**src/rtl/trigger_capture_fifo.sv**
```systemverilog
// trigger_capture_fifo: serial trigger-ID decoder with timestamped event FIFO and diagnostic counters
module trigger_capture_fifo #(
  parameter int ID_WIDTH    = 16,
  parameter int CYCLE_WIDTH = 64,
  parameter int FIFO_DEPTH  = 8,
  parameter bit MSB_FIRST   = 1'b1,
  parameter int TIMEOUT     = 1024,
  parameter int CNT_WIDTH   = 16
) (
  input  logic                               sampling_clk,
  input  logic                               reset_n,
  input  logic                               trig_in_rising,
  input  logic                               trig_id_sync,
  input  logic                               clk_in_falling,
  input  logic [CYCLE_WIDTH-1:0]             cycle,
  input  logic                               clear_counters,
  output logic                               out_valid,
  input  logic                               out_ready,
  output logic [ID_WIDTH-1:0]                out_id,
  output logic [CYCLE_WIDTH-1:0]             out_cycle,
  output logic [$clog2(FIFO_DEPTH+1)-1:0]    fifo_level,
  output logic                               interrupt,
  output logic                               busy,
  output logic                               overflow,
  output logic [CNT_WIDTH-1:0]               drop_count,
  output logic [CNT_WIDTH-1:0]               veto_count,
  output logic [CNT_WIDTH-1:0]               timeout_count
);
  localparam int LW = $clog2(FIFO_DEPTH+1);
  localparam int PW = $clog2(FIFO_DEPTH);
  localparam int BW = $clog2(ID_WIDTH+1);
  localparam int TW = $clog2(TIMEOUT+1);

  typedef enum logic {IDLE, CAPTURE} state_t;

  state_t                 state_q, state_d;
  logic [ID_WIDTH-1:0]    shift_q, shift_d;
  logic [BW-1:0]          bits_q, bits_d;
  logic [TW-1:0]          tmo_q, tmo_d;
  logic [CYCLE_WIDTH-1:0] ts_q, ts_d;
  logic                   push_q, push_d;
  logic                   veto_inc, tmo_inc;

  logic [ID_WIDTH-1:0]    id_mem [FIFO_DEPTH];
  logic [CYCLE_WIDTH-1:0] cyc_mem [FIFO_DEPTH];
  logic [PW-1:0]          wr_q, rd_q;
  logic [LW-1:0]          level_q;
  logic                   full, pop, push_ok, drop;
  logic                   interrupt_q, overflow_q;
  logic [CNT_WIDTH-1:0]   drop_q, veto_q, tmo_cnt_q;

  function automatic logic [CNT_WIDTH-1:0] bump(input logic [CNT_WIDTH-1:0] c, input logic inc);
    return (inc && c != '1) ? c + CNT_WIDTH'(1) : c;
  endfunction

  // Capture state and shift/timestamp registers
  always_ff @(posedge sampling_clk or negedge reset_n)
    if (!reset_n) begin
      state_q <= IDLE;
      shift_q <= '0;
      bits_q  <= '0;
      tmo_q   <= '0;
      ts_q    <= '0;
      push_q  <= 1'b0;
    end else begin
      state_q <= state_d;
      shift_q <= shift_d;
      bits_q  <= bits_d;
      tmo_q   <= tmo_d;
      ts_q    <= ts_d;
      push_q  <= push_d;
    end

  // Next-state: start on a trigger, shift bits on clk_in falling edges, abort on stall
  always_comb begin
    state_d  = state_q;
    shift_d  = shift_q;
    bits_d   = bits_q;
    tmo_d    = tmo_q;
    ts_d     = ts_q;
    push_d   = 1'b0;
    veto_inc = 1'b0;
    tmo_inc  = 1'b0;
    if (state_q == IDLE) begin
      if (trig_in_rising) begin
        state_d = CAPTURE;
        shift_d = '0;
        bits_d  = '0;
        tmo_d   = '0;
        ts_d    = cycle;
      end
    end else begin
      veto_inc = trig_in_rising;
      if (clk_in_falling) begin
        shift_d = MSB_FIRST ? {shift_q[ID_WIDTH-2:0], trig_id_sync} : {trig_id_sync, shift_q[ID_WIDTH-1:1]};
        bits_d  = bits_q + BW'(1);
        tmo_d   = '0;
        if (bits_q == BW'(ID_WIDTH-1)) begin
          state_d = IDLE;
          push_d  = 1'b1;
        end
      end else begin
        tmo_d = tmo_q + TW'(1);
        if (tmo_q == TW'(TIMEOUT-1)) begin
          state_d = IDLE;
          tmo_inc = 1'b1;
        end
      end
    end
  end

  // The assembled ID and timestamp stay put in IDLE, so the push one cycle later reads them directly
  assign full    = level_q == LW'(FIFO_DEPTH);
  assign pop     = out_valid & out_ready;
  assign push_ok = push_q & (~full | pop);
  assign drop    = push_q & ~push_ok;

  // Event storage; no reset needed since the head is masked while empty
  always_ff @(posedge sampling_clk)
    if (push_ok) begin
      id_mem[wr_q]  <= shift_q;
      cyc_mem[wr_q] <= ts_q;
    end

  // FIFO pointers, occupancy and push interrupt
  always_ff @(posedge sampling_clk or negedge reset_n)
    if (!reset_n) begin
      wr_q        <= '0;
      rd_q        <= '0;
      level_q     <= '0;
      interrupt_q <= 1'b0;
    end else begin
      wr_q        <= wr_q + PW'(push_ok);
      rd_q        <= rd_q + PW'(pop);
      level_q     <= level_q + LW'(push_ok) - LW'(pop);
      interrupt_q <= push_ok;
    end

  // Saturating diagnostics; clear wins over a same-cycle increment
  always_ff @(posedge sampling_clk or negedge reset_n)
    if (!reset_n) begin
      drop_q     <= '0;
      veto_q     <= '0;
      tmo_cnt_q  <= '0;
      overflow_q <= 1'b0;
    end else begin
      drop_q     <= clear_counters ? '0 : bump(drop_q, drop);
      veto_q     <= clear_counters ? '0 : bump(veto_q, veto_inc);
      tmo_cnt_q  <= clear_counters ? '0 : bump(tmo_cnt_q, tmo_inc);
      overflow_q <= clear_counters ? 1'b0 : (overflow_q | drop);
    end

  assign out_valid     = level_q != '0;
  assign out_id        = out_valid ? id_mem[rd_q] : '0;
  assign out_cycle     = out_valid ? cyc_mem[rd_q] : '0;
  assign fifo_level    = level_q;
  assign interrupt     = interrupt_q;
  assign busy          = state_q == CAPTURE;
  assign overflow      = overflow_q;
  assign drop_count    = drop_q;
  assign veto_count    = veto_q;
  assign timeout_count = tmo_cnt_q;
endmodule

```
**config.mk**
```make
export PLATFORM = sky130hd
export DESIGN_NAME = trigger_capture_fifo
export DESIGN_NICKNAME = d
export VERILOG_FILES = /design/src/rtl/trigger_capture_fifo.sv
export SDC_FILE = /design/constraint.sdc
export NUM_CORES = 1
export LEC_CHECK = 0
export ABC_AREA = 1
export BUFFER_PORTS_ARGS = -buffer_cell sky130_fd_sc_hd__buf_2
export CAP_MARGIN = 20
export CORE_MARGIN = 10
export CORE_UTILIZATION = 33
export DETAILED_ROUTE_END_ITERATION = 6
export PLACE_DENSITY = 0.48
export SLEW_MARGIN = 20
export SYNTH_ARGS = -nofsm -noshare
export SYNTH_HDL_FRONTEND = slang
export SYNTH_SLANG_ARGS = --single-unit
```
**constraint.sdc**
```tcl
create_clock -name sampling_clk -period 7.7 [get_ports sampling_clk]
set_input_delay 0.77 -clock sampling_clk [delete_from_list [all_inputs] [get_ports sampling_clk]]
set_output_delay 0.77 -clock sampling_clk [all_outputs]
set_load 0.1 [all_outputs]
```
==> metrics.cfg, run 1 <==
[yosys]
synth-compound-area-share_pct = 9.90
syn-cell-area_um2 = 32500
syn_avg_cell_area_um2 = 11.8
ys_warn_count = 0
synthXorXnorAreaFrac_pct = 0.673
synth_seq_cells = 798
synthSimpleGateAreaFrac_pct = 12.4
synth-adder-area-share_pct = 0.639
synth_area_leaders = edfxtp_1, dfrtp_1, nor2_1
yosysUniqueCellTypes = 35
ys_seq_area_share_pct = 71.3
synth_top_family_by_area = simple AND/OR/NAND/NOR gates
syn_nets = 2841
netlist.area_leader.share_pct = 59.1
yosysTopAreaCell = edfxtp_1
synthCells = 2754
synthMuxAreaShare_pct = 2.22

[run_status]
status = complete, no violations

[timing]
rsz0062_at_grt = false
period_needed_ns = 5.54
post-route-period-util_pct = 71.9
maxSlewHeadroom_pct = 28.1
setup_ws_ns = 2.16
fin_skew_ns = 0.0259
fin_hold_ws_ns = 0.119
worstMarginPinSlew_ns = 1.08
fmax_ghz = 0.181
drv_slew = 0
hold_violations = 0
setup_viol = 0

[power]
seq_power_share_pct = 34.9
cellPowerDensity_nw_per_um2 = 459
p_clk_share_pct = 25.9
combPwrFrac_pct = 39.2
p_leak_nw = 13.7
p_switching_w = 0.00794
p_sw_share_pct = 45.5
vdd_drop_max_v = 0.000355
p_total_w = 0.0174
power.internal_w = 0.00951

[clock_tree]
clk_pin_slew_ns = 0.06
cts_max_path_buffers = 3
hold_buffers = 0
cts_buffers = 93
cts_tree = done
cts_root_buffer = clkbuf_16
clock_sinks = 798
clk_latency_ns = 0.65
post_cts_buffers = 0
cts_resized = 0
htreeDepth = 3

[place]
port-buffer-count = 206
pre_cts_ws_ns = 2.85
dp_cells = 4120
gp_congestion = 0.798
dp_hpwl_um = 43300

[grt]
antenna_found_initial = 5
first_global_vias = 21300
track_usage_pct = 15.0
overflow = 0
grt_max_degree = 229
grt_pass1_wl_um = 130000

[finish]
multi_input_area_um2 = 8440
finish.utilization_pct = 38.8
areaGrowthSynthToFinish_pct = 17.0
finalNetCount = 3016
final_cells = 4294
fillers = 9360
drive_above_1_share_pct = 15.7
final_cell_mix = nor2_1, edfxtp_1, o21ai_0
regArea_um2 = 23200
final_common_cell = nor2_1

[worst_hold_path]
hold_class = in2async

[floorplanning]
coreArea_um2 = 98100
fp-row-count = 115
die_w_um = 334
ios = 207
die_h_um = 334
start_util_pct = 33.1
die_area_um2 = 111000

[route]
detail-route-antenna-nets = 0
routed_via_density = 4.90
drt-pass1-iter-count = 5
drc = 0
num_vias = 21100
routed_wl_um = 85500
wire_per_inst_um = 19.9
first_iter_violations = 1382

[worst_setup_path]
path_buf_inv = 3
required_ns = 6.93
endpoint_kind = primary output
cp_slowest_cell = dfrtp_4
crit_arrival_ns = 4.77
cp_top_family = buffers and inverters
crit_chain = buf_4 > buf_4 > nor2_1 > nor2_1 > o21ai_0 > o21ai_0 > o21ai_0 > nor2_1 > buf_2
critPathLaunchType = register
slowest_delay_ns = 1.07
critPathMaxFanout = 83
crit_type = reg2out

[job]
cap_violations = 0

==> power by group through the flow <==
stage	sequential, W	combinational, W	clock [W]
detailed placement	0.00617	0.00694	0
global placement	0.00614	0.00688	0
CTS	0.00609	0.00695	0.00465
floorplan	0.00592	0.00559	0
global route	0.00618	0.00738	0.00481
finish	0.00608	0.00684	0.00453
==> synthesized netlist by cell type (all sizes together) <==
cell	count
a21oi	6
a22o	1
and2	1
buf	67
clkbuf	85
dfrtp	158
edfxtp	640
fa	1
ha	15
inv	68
mux2	64
nand2	172
nand3	78
nand3b	3
nand4	16
nor2	713
nor3	11
nor3b	1
o211ai	1
o21ai	602
o21bai	7
o22ai	17
or2	2
xnor2	3
xor2	22
==> per-layer routing <==
metal	track usage, %	part of all wire, %	up-vias
met3	2.99	4.6	115
li1	-	-	10000
met1	19.7	46	10500
met2	25.4	48	396
met5	0	0.055	-
met4	3.46	1.8	6
==> cells by family (layout without fill, tap and decap cells) <==
| logic type | after synthesis | count (layout) |
|---|---|---|
| simple gates | 997 | 997 |
| xor+xnor | 25 | 25 |
| mux | 64 | 64 |
| flops | 798 | 798 |
| compound gates | 634 | 634 |
| buf+inv | 220 | 472 |
| fa+ha+maj | 16 | 16 |
| other cells | 0 | 1 |
==> final timing paths <==
check / slack, ns / depth (start not counted) / from / to
setup / recovery: 2.16 / 9 / rd_q[0] / out_cycle[28]
hold / removal: 0.12 / 1 / reset_n / veto_count[15]
setup reg to reg: 4.13 / 9 / fifo_level[2] / cyc_mem[0][16]
hold reg to reg: 0.51 / 2 / tmo_q[5] / tmo_q[5]
max in group asynchronous: 6.41 / 2 / reset_n / rd_q[2]
min in group sampling_clk: 0.34 / 3 / trig_id_sync / shift_q[0]
==> through the flow <==
| stage | area (um^2) | setup TNS, ns |
|---|---|---|
| 3_3_place_gp | 34800 | 0 |
| 6_report | 38000 | 0 |
| 3_5_place_dp | 34800 | 0 |
| 4_1_cts | 38000 | 0 |
| 2_1_floorplan | 32500 | -97.51 |
| 5_1_grt | 38000 | 0 |
==> registers in the layout, indices dropped and copies added, names as in the netlist, 4 cells and up <==
signal	cells
id_mem	128
bits_q	5
cyc_mem	512
ts_q	64
veto_count	16
shift_q	16
tmo_q	11
fifo_level	4
drop_count	16
timeout_count	16
==> cell type report <==
type / instances / area share, %
Tap cell: 1287 / 4.23
Multi-Input combinational cell: 1736 / 22.2
Clock buffer: 129 / 6.93
Sequential cell: 798 / 60.9
Clock inverter: 43 / 1.47
Antenna cell: 1 / 0.00658
Timing Repair Buffer: 232 / 3.54
Inverter: 68 / 0.704
(Power assumes the default switching activity.)
==> inputs of run 2 (changes only) <==
--- a/config.mk
+++ b/config.mk
@@ -11,7 +11,7 @@
 export CORE_MARGIN = 10
 export CORE_UTILIZATION = 33
 export DETAILED_ROUTE_END_ITERATION = 6
-export PLACE_DENSITY = 0.48
+export PLACE_DENSITY = 0.49
 export SLEW_MARGIN = 20
 export SYNTH_ARGS = -nofsm -noshare
 export SYNTH_HDL_FRONTEND = slang
==> constraint.sdc (replaced) <==
create_clock -name sampling_clk -period 4.76 [get_ports sampling_clk]
set_input_delay 0.476 -clock sampling_clk [delete_from_list [all_inputs] [get_ports sampling_clk]]
set_output_delay 0.476 -clock sampling_clk [all_outputs]
set_load 0.1 [all_outputs]
==> run 2 against run 1 <==
Net effect:
- setup slack worse by 1.7 ns
- die area did not move
- clock power grew 50%
- critical path depth fell by 3
- first-iteration DRC count increased by 11%
- utilization down 0.083 points
- combinational power grew 65%
- final area down 0.21%
- total power increased by 60%
- global-route usage rose by 0.13 points
- final cell count up 0.12%
- critical path type unchanged
==> metrics.cfg, run 2 (synthesis results as in run 1) <==
[route]
drc = 0  ; unchanged
detail-route-antenna-nets = 0  ; unchanged
routed_wl_um = 85700  ; was 85500 um
num_vias = 21200  ; was 21.1k
drt-pass1-iter-count = 5  ; unchanged
first_iter_violations = 1533  ; was 1382
wire_per_inst_um = 19.9  ; about the same
routed_via_density = 4.94  ; was 4.90

[finish]
drive_above_1_share_pct = 15.8  ; was 15.7%
final_common_cell = nor2_1  ; unchanged
final_cells = 4299  ; was 4294
largest-register = cyc_mem  ; unchanged
final_cell_mix = nor2_1, edfxtp_1, o21ai_0  ; unchanged
top_regs = cyc_mem x512, id_mem x128, ts_q x64  ; unchanged
areaGrowthSynthToFinish_pct = 16.7  ; was 17.0%
largest_reg_flops = 512  ; unchanged
finalNetCount = 3023  ; was 3016

[timing]
period_needed_ns = 4.34
setup_ws_ns = 0.422  ; was 2.16 ns
hold_violations = 0  ; unchanged
drv_slew = 0  ; unchanged
worstMarginPinSlew_ns = 1.07  ; was 1.08 ns
post-route-period-util_pct = 91.1
fmax_ghz = 0.231
rsz0062_at_grt = false  ; unchanged
setup_viol = 0  ; unchanged
maxSlewHeadroom_pct = 28.5  ; was 28.1%
setup-tns-final_ns = 0  ; unchanged
fin_skew_ns = 0.0186  ; was 0.0259 ns

[worst_hold_path]
min_to = ts_q[52]
min_from = cycle[52]
hold_class = in2reg  ; was in2async
whs_path_depth = 2

[clock_tree]
htreeDepth = 3  ; unchanged
cts_tree = done  ; unchanged
cts_buffers = 91  ; was 93
cts_max_path_buffers = 3  ; unchanged
cts_root_buffer = clkbuf_16  ; unchanged
clk_pin_slew_ns = 0.05  ; was 0.06 ns
clk_latency_ns = 0.65  ; about the same
clock_sinks = 798  ; unchanged

[place]
gp_congestion = 0.814  ; was 0.798
port-buffer-count = 206  ; unchanged
dp_cells = 4129  ; was 4120
pre_cts_ws_ns = 1.03  ; was 2.85 ns
dp_hpwl_um = 44600  ; was 43300 um

[grt]
first_global_vias = 21500  ; was 21.3k
antenna_found_initial = 8  ; was 5
track_usage_pct = 15.1  ; was 15.0%
overflow = 0  ; unchanged
grt_max_degree = 179  ; was 229
grt_pass1_wl_um = 131000  ; was 130000 um

[worst_setup_path]
r2r-start = fifo_level[2]  ; unchanged
critPathMaxFanout = 74  ; was 83
required_ns = 4.28  ; was 6.93 ns
critPathLaunchType = register  ; unchanged
crit_type = reg2out  ; unchanged
crit_arrival_ns = 3.86  ; was 4.77 ns
endpoint_kind = primary output  ; unchanged
reg2reg_slack_ns = 1.39  ; was 4.13 ns
rr_worst_depth = 8  ; was 9
worstReg2RegEnd = cyc_mem[3][49]  ; was cyc_mem[0][16]

[floorplanning]
start_util_pct = 33.1  ; unchanged
die_w_um = 334  ; unchanged
die_area_um2 = 111000  ; unchanged
coreArea_um2 = 98100  ; unchanged
ios = 207  ; unchanged
die_h_um = 334  ; unchanged
fp-row-count = 115  ; unchanged

[power]
p_leak_nw = 13.7  ; about the same
cellPowerDensity_nw_per_um2 = 735  ; was 459 nW/um^2
vdd_drop_max_v = 0.000751  ; was 0.000355 V

[job]
cap_violations = 0  ; unchanged

[run_status]
status = complete, no violations  ; unchanged

==> run 2: changes by cell type in the layout (fill, tap and decap cells not counted), moves of 3 or more <==
cell       before  now
nor3_4          0    8
clkbuf_8       14   10
nor3_2          8    0
bufinv_16      12    5
clkinv_4        3    0
buf_12          7   15
clkinv_2       10   18
==> run 2: layout make-up <==
| type | instances | area, um^2 |
|---|---|---|
| repair buffers | 241 | 1490 |
| inverters | 68 | 263 |
| fillers | 9358 | 60200 |
| multi-input cells | 1736 | 8490 |
| clock inverters | 43 | 377 |
| diodes | 1 | 2.50 |
| clock buffers | 125 | 2550 |
| well taps | 1287 | 1610 |
| flip-flops and latches | 798 | 23200 |
==> run 2: per-stage QoR <==
stage	power [W]	instance area, um^2	hold WS (ns)	utilization (%)
floorplan	0.0186	32600	0.180	-
global placement	0.0212	35000	0.490	35.7
detailed placement	0.0214	35000	0.495	35.7
CTS	0.0283	38000	0.00483	38.7
global route	0.0294	38000	0.0204	38.7
finish	0.0279	38000	0.0521	38.7
==> run 2: power by group <==
part | internal, W | switching (W)
Combinational | 0.00218 | 0.00909
Clock | 0.00402 | 0.00279
Sequential | 0.00877 | 0.00105
Total | 0.0150 | 0.0129
==> run 2: worst max path at each step <==
stage                             start             to  slack (ns)  cells past startpoint
final                           rd_q[0]     out_id[10]        0.42                      6
after global routing            rd_q[0]     out_id[10]        0.12                      6
after CTS                       rd_q[0]     out_id[10]        0.31                      6
after detailed placement        rd_q[0]     out_id[10]        1.03                      6
after global placement          rd_q[0]     out_id[10]        1.06                      6
after floorplan           fifo_level[2]  cyc_mem[1][0]       -0.72                      7
==> run 2: timing repair <==
item	CTS	global route
buffers inserted	0	0
resized for setup	0	0
hold endpoints to repair	72	0
hold buffers	1	0
==> run 2: layer usage <==
metal / track usage [%] / vias up / wire, um
met3: 3.73 / 131 / 4890
met2: 25.2 / 451 / 40900
met5: 0 / - / 90
met1: 19.7 / 10600 / 38100
li1: - / 10100 / -
met4: 3.59 / 14 / 1640
==> run 2: worst max-delay path, stage by stage (launching register included) <==
cell,delay [ns]
dfrtp_4,1.03
buf_4,0.76
o21ai_0,0.19
o21ai_0,0.23
o21ai_0,0.10
nor2_1,0.38
buf_2,0.52
